`src/rtl/fc_ctrl_pkg.sv`:
```
// fc_ctrl_pkg: shared sizes, widths and state encoding for the dense-layer sequencer
package fc_ctrl_pkg;
    localparam int INPUT_NUM  = 144;
    localparam int OUTPUT_NUM = 10;
    localparam int LANES      = 9;
    localparam int BEATS      = INPUT_NUM / LANES;
    localparam int ADDR_W     = 11;
    localparam int ACC_W      = 20;
    localparam int IDX_W      = 4;
    localparam int BEAT_W     = $clog2(BEATS);
    typedef enum logic [1:0] {S_FILL, S_MAC, S_BIAS, S_EMIT} state_t;
endpackage

```
`src/rtl/fc_layer_sequencer_if.sv`:
```
// fc_layer_sequencer_if: feature input, buffer/MAC control and result handshake of the dense-layer sequencer
interface fc_layer_sequencer_if;
    import fc_ctrl_pkg::*;
    logic              in_valid;
    logic              in_ready;
    logic              buf_wr_en;
    logic [BEAT_W-1:0] buf_wr_addr;
    logic [BEAT_W-1:0] mac_rd_addr;
    logic [ADDR_W-1:0] w_rd_addr;
    logic              acc_clr;
    logic              acc_en;
    logic              bias_en;
    logic [IDX_W-1:0]  neuron_idx;
    logic [ACC_W-1:0]  acc_in;
    logic              out_valid;
    logic              out_ready;
    logic [IDX_W-1:0]  out_idx;
    logic              frame_done;
    logic [IDX_W-1:0]  class_idx;
    logic              class_valid;
    logic              busy;
    modport master (
        input  in_valid, acc_in, out_ready,
        output in_ready, buf_wr_en, buf_wr_addr, mac_rd_addr, w_rd_addr, acc_clr, acc_en,
               bias_en, neuron_idx, out_valid, out_idx, frame_done, class_idx, class_valid, busy
    );
    modport slave (
        output in_valid, acc_in, out_ready,
        input  in_ready, buf_wr_en, buf_wr_addr, mac_rd_addr, w_rd_addr, acc_clr, acc_en,
               bias_en, neuron_idx, out_valid, out_idx, frame_done, class_idx, class_valid, busy
    );
endinterface

```
`src/rtl/fc_argmax_tracker.sv`:
```
// fc_argmax_tracker: running signed max over emitted neurons; ties keep the lower index
module fc_argmax_tracker
    import fc_ctrl_pkg::*;
(
    input  logic             clk,
    input  logic             rst,
    input  logic             sample,
    input  logic             first,
    input  logic [ACC_W-1:0] value,
    input  logic [IDX_W-1:0] idx,
    output logic [IDX_W-1:0] class_idx
);
    logic signed [ACC_W-1:0] max_val;
    // first neuron always loads, later ones only when strictly larger
    always_ff @(posedge clk or posedge rst) begin
        if (rst) begin
            max_val   <= '0;
            class_idx <= '0;
        end else if (sample && (first || $signed(value) > max_val)) begin
            max_val   <= $signed(value);
            class_idx <= idx;
        end
    end
endmodule

```
`src/rtl/fc_layer_sequencer.sv`:
```
// fc_layer_sequencer: FILL/MAC/BIAS/EMIT schedule for the time-multiplexed dense layer; ARGMAX_EN adds argmax output
module fc_layer_sequencer
    import fc_ctrl_pkg::*;
(
    input  logic                 clk,
    input  logic                 rst,
    fc_layer_sequencer_if.master bus
);
    state_t            state;
    logic [BEAT_W-1:0] beat_cnt;
    logic              handshake;
    logic              last_neuron;
    assign bus.in_ready    = state == S_FILL;
    assign bus.buf_wr_en   = bus.in_valid && bus.in_ready;
    assign bus.buf_wr_addr = beat_cnt;
    assign bus.out_idx     = bus.neuron_idx;
    assign handshake       = state == S_EMIT && bus.out_ready;
    assign last_neuron     = bus.neuron_idx == IDX_W'(OUTPUT_NUM - 1);
    // sequencer FSM; every MAC control output is registered alongside the state it belongs to
    always_ff @(posedge clk or posedge rst) begin
        if (rst) begin
            state           <= S_FILL;
            beat_cnt        <= '0;
            bus.mac_rd_addr <= '0;
            bus.w_rd_addr   <= '0;
            bus.acc_clr     <= 1'b0;
            bus.acc_en      <= 1'b0;
            bus.bias_en     <= 1'b0;
            bus.neuron_idx  <= '0;
            bus.out_valid   <= 1'b0;
            bus.frame_done  <= 1'b0;
            bus.busy        <= 1'b0;
        end else begin
            bus.frame_done <= 1'b0;
            case (state)
                S_FILL: if (bus.in_valid) begin
                    bus.busy <= 1'b1;
                    if (beat_cnt == BEAT_W'(BEATS - 1)) begin
                        state           <= S_MAC;
                        beat_cnt        <= '0;
                        bus.mac_rd_addr <= '0;
                        bus.w_rd_addr   <= '0;
                        bus.acc_en      <= 1'b1;
                        bus.acc_clr     <= 1'b1;
                    end else
                        beat_cnt <= beat_cnt + BEAT_W'(1);
                end
                S_MAC: begin
                    bus.acc_clr   <= 1'b0;
                    bus.w_rd_addr <= bus.w_rd_addr + ADDR_W'(LANES);
                    if (bus.mac_rd_addr == BEAT_W'(BEATS - 1)) begin
                        state           <= S_BIAS;
                        bus.mac_rd_addr <= '0;
                        bus.acc_en      <= 1'b0;
                        bus.bias_en     <= 1'b1;
                    end else
                        bus.mac_rd_addr <= bus.mac_rd_addr + BEAT_W'(1);
                end
                S_BIAS: begin
                    state         <= S_EMIT;
                    bus.bias_en   <= 1'b0;
                    bus.out_valid <= 1'b1;
                end
                S_EMIT: if (handshake) begin
                    bus.out_valid <= 1'b0;
                    if (last_neuron) begin
                        state          <= S_FILL;
                        bus.neuron_idx <= '0;
                        bus.frame_done <= 1'b1;
                        bus.busy       <= 1'b0;
                    end else begin
                        state          <= S_MAC;
                        bus.neuron_idx <= bus.neuron_idx + IDX_W'(1);
                        bus.acc_en     <= 1'b1;
                        bus.acc_clr    <= 1'b1;
                    end
                end
            endcase
        end
    end
`ifdef ARGMAX_EN
    fc_argmax_tracker u_argmax (
        .clk       (clk),
        .rst       (rst),
        .sample    (handshake),
        .first     (bus.neuron_idx == '0),
        .value     (bus.acc_in),
        .idx       (bus.neuron_idx),
        .class_idx (bus.class_idx)
    );
    // class_valid lines up with frame_done
    always_ff @(posedge clk or posedge rst) begin
        if (rst)
            bus.class_valid <= 1'b0;
        else
            bus.class_valid <= handshake && last_neuron;
    end
`else
    assign bus.class_idx   = '0;
    assign bus.class_valid = 1'b0;
`endif
endmodule
```
`src/flat_wrapper.sv`:
```
// flat-port wrapper written by rule: the top's interface ports become plain ports
module fc_layer_sequencer_flat import fc_ctrl_pkg::*;
  (clk, rst, bus_in_valid, bus_acc_in, bus_out_ready, bus_in_ready, bus_buf_wr_en, bus_buf_wr_addr, bus_mac_rd_addr, bus_w_rd_addr, bus_acc_clr, bus_acc_en, bus_bias_en, bus_neuron_idx, bus_out_valid, bus_out_idx, bus_frame_done, bus_class_idx, bus_class_valid, bus_busy);
  fc_layer_sequencer_if bus_i ();
  input  logic clk;
  input  logic rst;
  input wire logic [$bits(bus_i.in_valid)-1:0] bus_in_valid;
  input wire logic [$bits(bus_i.acc_in)-1:0] bus_acc_in;
  input wire logic [$bits(bus_i.out_ready)-1:0] bus_out_ready;
  output wire logic [$bits(bus_i.in_ready)-1:0] bus_in_ready;
  output wire logic [$bits(bus_i.buf_wr_en)-1:0] bus_buf_wr_en;
  output wire logic [$bits(bus_i.buf_wr_addr)-1:0] bus_buf_wr_addr;
  output wire logic [$bits(bus_i.mac_rd_addr)-1:0] bus_mac_rd_addr;
  output wire logic [$bits(bus_i.w_rd_addr)-1:0] bus_w_rd_addr;
  output wire logic [$bits(bus_i.acc_clr)-1:0] bus_acc_clr;
  output wire logic [$bits(bus_i.acc_en)-1:0] bus_acc_en;
  output wire logic [$bits(bus_i.bias_en)-1:0] bus_bias_en;
  output wire logic [$bits(bus_i.neuron_idx)-1:0] bus_neuron_idx;
  output wire logic [$bits(bus_i.out_valid)-1:0] bus_out_valid;
  output wire logic [$bits(bus_i.out_idx)-1:0] bus_out_idx;
  output wire logic [$bits(bus_i.frame_done)-1:0] bus_frame_done;
  output wire logic [$bits(bus_i.class_idx)-1:0] bus_class_idx;
  output wire logic [$bits(bus_i.class_valid)-1:0] bus_class_valid;
  output wire logic [$bits(bus_i.busy)-1:0] bus_busy;
  assign bus_i.in_valid = bus_in_valid;
  assign bus_i.acc_in = bus_acc_in;
  assign bus_i.out_ready = bus_out_ready;
  assign bus_in_ready = bus_i.in_ready;
  assign bus_buf_wr_en = bus_i.buf_wr_en;
  assign bus_buf_wr_addr = bus_i.buf_wr_addr;
  assign bus_mac_rd_addr = bus_i.mac_rd_addr;
  assign bus_w_rd_addr = bus_i.w_rd_addr;
  assign bus_acc_clr = bus_i.acc_clr;
  assign bus_acc_en = bus_i.acc_en;
  assign bus_bias_en = bus_i.bias_en;
  assign bus_neuron_idx = bus_i.neuron_idx;
  assign bus_out_valid = bus_i.out_valid;
  assign bus_out_idx = bus_i.out_idx;
  assign bus_frame_done = bus_i.frame_done;
  assign bus_class_idx = bus_i.class_idx;
  assign bus_class_valid = bus_i.class_valid;
  assign bus_busy = bus_i.busy;
  fc_layer_sequencer u_core (.clk(clk), .rst(rst), .bus(bus_i));
endmodule
```
`config.mk`:
```
export PLATFORM = sky130hd
export DESIGN_NAME = fc_layer_sequencer_flat
export DESIGN_NICKNAME = d
export VERILOG_FILES = /design/src/rtl/fc_ctrl_pkg.sv /design/src/rtl/fc_layer_sequencer_if.sv /design/src/rtl/fc_argmax_tracker.sv /design/src/rtl/fc_layer_sequencer.sv /design/src/flat_wrapper.sv
export SDC_FILE = /design/constraint.sdc
export NUM_CORES = 1
export LEC_CHECK = 0
export ABC_AREA = 1
export CORE_MARGIN = 2
export CORE_UTILIZATION = 62
export DETAILED_ROUTE_END_ITERATION = 8
export DONT_BUFFER_PORTS = 1
export GPL_TIMING_DRIVEN = 0
export PLACE_DENSITY = 0.78
export SLEW_MARGIN = 20
export SYNTH_ARGS = -nofsm -noshare
export SYNTH_HDL_FRONTEND = slang
export SYNTH_HIERARCHICAL = 1
export SYNTH_SLANG_ARGS = --single-unit
```
`constraint.sdc`:
```
create_clock -name clk -period 2.06 [get_ports clk]
set_input_delay 0.412 -clock clk [delete_from_list [all_inputs] [get_ports clk]]
set_output_delay 0.412 -clock clk [all_outputs]
set_load 0.05 [all_outputs]
```
# Word-level counts from Yosys, hierarchy flattened
# Cells that the tools add are included.
# W data, S select, Z words.
# word_totals
out_inout_bits,40
inputBits,24
ff_bits,31
word_cells,77
# classes
n_mux,33
reduce_logical,17
addsub,4
n_eq_ne,12
# ops
op,n
$mux W11,2
$pmux W11 S2,1
$mux W4,5
$mux W1,14
$add A4 B1 Y4 const B,3
$eq A4 B4 Y1 const B,3
$add A11 B4 Y11 const B,1
$mux W2,4
$pmux W2 S4,1
$pmux W4 S2,1
$reduce_and A2 Y1,4
$reduce_and A4 Y1,2
$reduce_bool A2 Y1,4
$ne A2 B1 Y1 const B,3
$ne A2 B2 Y1 const B,3
$pmux W1 S2,3
$pmux W1 S3,2
$reduce_and A6 Y1,1
$reduce_and A5 Y1,1
$eq A2 B2 Y1 const B,2
$reduce_and A3 Y1,1
$reduce_bool A3 Y1,1
$eq A2 B1 Y1 const B,1
$logic_and A1 B1 Y1,2
$logic_not A2 Y1,1

# Depth between registers and ports, before layout
# depth
word_depth,4
ltp_mapped,9
depth_no_buf,9

# Worst setup path after synthesis
# Ideal clock, no wire load.
# synth_timing
path_kind,reg-to-output
from,register u_core.state[1]
to,output bus_buf_wr_en
arrival_time_ns,1.634
path_buffers,0
path_slack_ns,0.014
required_time_ns,1.648
stages_incl_launch_ff,5
path_cell_list,dfrtp_1 > inv_1 > ha_1 > nand2_2 > inv_1
# synth_between
elab_chain_cells,2
# synth_lines
item,line,rtl
start: declaration,fc_layer_sequencer.sv:9,state_t state;
start signal: assignment,fc_layer_sequencer.sv:22,state <= S_FILL;
start signal: assignment,fc_layer_sequencer.sv:39,state <= S_MAC;
start signal: assignment,fc_layer_sequencer.sv:52,state <= S_BIAS;
$logic_not A2 Y1,fc_layer_sequencer.sv:13,assign bus.in_ready = state == S_FILL;
via bus_in_ready,flat_wrapper.sv:10,output wire logic [$bits(bus_i.in_ready)-1:0] bus_in_ready;
$logic_and A1 B1 Y1,fc_layer_sequencer.sv:14,assign bus.buf_wr_en = bus.in_valid && bus.in_ready;
end: declaration,flat_wrapper.sv:11,output wire logic [$bits(bus_i.buf_wr_en)-1:0] bus_buf_wr_en;
# The timed path passes the listed nets, and every way through them passes these cells.

# Final worst setup path
# layout_timing
from,register u_core.state[0]
to,output bus_buf_wr_en
# Same word-level chain as after synthesis.

==> results list <==
- In this run the critical register-to-register path is launched from u_core/bus.buf_wr_addr[1].
- Clock tree skew after final layout: 0.00982 ns
- WL/cell: 14.0 um
* Worst max-slew margin expressed relative to the limit: 0.570
- Total detailed-routing wirelength: 3740 um
- H-tree depth reported by CTS: 2
* Number of buffers on the longest clock path: 2
* First-pass DRT Iterations: 4
- Across the run, the number of max-cap violations was 0.
- Num ports: 64
- Routed met1 length: 1510 um
* Root Driver: sky130_fd_sc_hd__clkbuf_4
- # nets final: 266
* Worst IR Drop VDD: 1.43 mV
- The worst setup path is captured at an output port.
- Unrepaired setup endpoints after global routing: no
* Clock period minus worst slack: 1.98 ns
- The congestion estimate from routability-driven global placement came to 0.845.
- In the detailed route, the total length drawn on met2 is 1870 um.
- Worst skew pair latency: 0.34 ns
* Clock tree from TritonCTS: yes
* Diodes inserted: 0
- Number of enable-type register cells in the synthesized netlist: 0
- The number of different library cells used by synthesis comes to 23.
- From synthesis to final layout, the design area changed by 10.7%.
- Design area: 1910 um2
- The completed layout was analyzed and its total power is 3.64 mW.
* Uppermost layer routed: met4
- The flow ran to the end, and the final reports show no timing, DRC or antenna violations.
- Post-Synthesis Mean Instance Area: 7.81 um2
* Starting density of the core: 0.637
* Number of max-slew violations in the final report: 0
- CTS saw 31 sinks.
* Start point of the critical path: u_core/state[0]
- Summing all flip-flop and latch instances after layout gives 776 um2.
* Fillers: 222
- The count of nets left with antenna violations once routing finished came out at 0.
* Met3 wirelength from detailed routing: 241 um
- Worst-path clk slew: 0.11 ns
* Final HPWL DP: 2630 um
- Buffers added on ports: 0
- Setup violations remaining at the end of the flow were counted as 0.
* Placement row count: 19
- Total track usage: 0.247
- Syn Std Cell Area: 1730 um2
- Count of routing violations after the opening detailed-route iteration: 61
- For this design the static power due to leakage is 1.04 nW.
* CP max FO: 7
- STA classifies the critical path startpoint as a register.
- At the end of the flow the core is filled with cells to 0.705.
* Number of flip-flops and latches in the synthesized netlist: 31
- Via density per instance: 5.53
- Pwr Density: 1900 nW/um2
* Number of instances in the synthesized netlist: 221
- Final Hold Fails: 0
- The critical path is of the register to output port type.
- Min-delay worst type: primary input to async pin
- Sequential cell area fraction in the yosys report: 0.449
* Leading register cell type out of synthesis: sky130_fd_sc_hd__dfrtp_1
- Maximum clock frequency: 506 MHz
* Final clock period utilization by the worst path: 0.960
- Overall die width: 56.8 um
- Largest net degree at the start of global routing: 32
* Cell Area, Placed: 1780 um2
* Global-route congestion overflow total: 0
* Slew @ Worst Pin: 0.644 ns
* Global-route wire length before repair: 6070 um
- Yosys printed 6 warnings.
- Via count of the first global-routing pass: 1453
- After detailed routing, the number of remaining DRC violations is 0.
* Layout cells sized above 1: 0.148
- For the worst setup path, the data required time is 1.65 ns.
- Buffers inserted during clock tree synthesis total 5.
- DIE HEIGHT: 56.8 um
* Multi-input combinational cell area: 764 um2
- Detailed-route via count: 1476
- The die covers 3220 um2.
* Core area: 2710 um2
* Initial antenna violation count: 0
* FFs w/ async S/R, synth: 1.00
* Crit path DAT: 1.57 ns
==> state kept, by name, indices dropped and copies added (netlist names) <==
signal                  count
u_core/bus.neuron_idx       4
u_core/bus.out_valid        1
u_core/bus.buf_wr_addr      4
u_core/bus.acc_en           1
u_core/bus.w_rd_addr       11
u_core/bus.mac_rd_addr      4
u_core/bus.acc_clr          1
u_core/state                2
u_core/bus.busy             1
u_core/bus.bias_en          1
u_core/bus.frame_done       1
==> cells in the final DEF, fill, tap and decap left out, types with 3 or more instances in the layout <==
| cell type | count |
|---|---|
| sky130_fd_sc_hd__a21oi_1 | 14 |
| sky130_fd_sc_hd__buf_4 | 13 |
| sky130_fd_sc_hd__clkbuf_4 | 5 |
| sky130_fd_sc_hd__conb_1 | 5 |
| sky130_fd_sc_hd__dfrtp_1 | 31 |
| sky130_fd_sc_hd__ha_1 | 6 |
| sky130_fd_sc_hd__inv_1 | 30 |
| sky130_fd_sc_hd__inv_2 | 3 |
| sky130_fd_sc_hd__nand2_1 | 49 |
| sky130_fd_sc_hd__nand3_1 | 14 |
| sky130_fd_sc_hd__nand4_1 | 6 |
| sky130_fd_sc_hd__nor2_1 | 28 |
| sky130_fd_sc_hd__o21ai_0 | 10 |
| sky130_fd_sc_hd__xor2_1 | 3 |
==> metal layers <==
layer,GRT usage,vias up
met4,0.156,0
met5,0,-
met1,0.261,681
li1,-,712
met3,0.0829,18
met2,0.419,65
==> through the flow <==
step,cells,setup TNS (ns),hold slack [ns],worst slack (ns)
floorplan,225,0,0.516,0.0141
global placement,256,-0.209,0.567,-0.0986
detailed placement,256,-1.48,0.421,-0.202
CTS,264,0,0.0412,0.0469
global route,267,0,0.0686,0.00641
finish,267,0,0.0342,0.0818
==> cells by family (layout without fill, tap and decap cells) <==
kind of cell	after synthesis	after routing	synth area share
AO/OA/AOI/OAI	29	29	0.0978
XOR/XNOR	3	3	0.0152
adder cells (fa/ha/maj)	7	7	0.0507
buffers and inverters	46	57	0.127
flip-flops	31	31	0.449
other	1	5	0.00217
AND/OR/NAND/NOR	104	104	0.258
==> power breakdown <==
group | internal, mW | switching (mW) | total [mW]
Combinational | 0.446 | 0.889 | 1.34
Clock | 0.287 | 0.219 | 0.505
Sequential | 0.821 | 0.977 | 1.80
Total | 1.55 | 2.08 | 3.64
==> cells in the mapped netlist, types with 2 or more instances <==
| library cell | n | share of area |
|---|---|---|
| sky130_fd_sc_hd__nand2_1 | 49 | 0.11 |
| sky130_fd_sc_hd__inv_1 | 34 | 0.074 |
| sky130_fd_sc_hd__dfrtp_1 | 31 | 0.45 |
| sky130_fd_sc_hd__nor2_1 | 28 | 0.061 |
| sky130_fd_sc_hd__a21oi_1 | 14 | 0.041 |
| sky130_fd_sc_hd__nand3_1 | 14 | 0.041 |
| sky130_fd_sc_hd__buf_4 | 10 | 0.043 |
| sky130_fd_sc_hd__o21ai_0 | 10 | 0.029 |
| sky130_fd_sc_hd__ha_1 | 7 | 0.051 |
| sky130_fd_sc_hd__nand4_1 | 6 | 0.022 |
| sky130_fd_sc_hd__xor2_1 | 3 | 0.015 |
| sky130_fd_sc_hd__nand3_2 | 2 | 0.012 |
| sky130_fd_sc_hd__nor3_1 | 2 | 0.0058 |
| sky130_fd_sc_hd__o22ai_1 | 2 | 0.0072 |
==> timing repair <==
action,in CTS,in global routing
setup buffers,0,3
pin swaps,1,1
endpoints found under the setup margin,20,1
resized for setup,5,1
hold buffers,0,0
==> layout make-up <==
cell class | instances | area share
inverter | 34 | 0.0688
clock inverter | 2 | 0.0183
tap | 31 | 0.0203
buffer | 12 | 0.0478
timing repair buffer | 3 | 0.0118
multi-input combinational | 148 | 0.400
sequential | 31 | 0.406
clock buffer | 6 | 0.0269
==> worst max-delay path: stages (launching register included) <==
cell and delay (ns):
sky130_fd_sc_hd__dfrtp_1 0.44, sky130_fd_sc_hd__inv_2 0.11, sky130_fd_sc_hd__ha_4 0.29, sky130_fd_sc_hd__nand2_4 0.12, sky130_fd_sc_hd__clkinvlp_4 0.27
==> final timing paths <==
kind,to,slack (ns),cells past startpoint
worst max-delay path,bus_buf_wr_en,0.08,4
worst min-delay path,u_core/state[1],0.03,1
worst max register to register,u_core/bus.mac_rd_addr[3],0.17,6
worst min register to register,u_core/state[1],0.60,2
max in group asynchronous,u_core/bus.bias_en,1.60,1
min in group clk,u_core/bus.frame_done,0.23,2
Power figures use the tool's default switching activity.
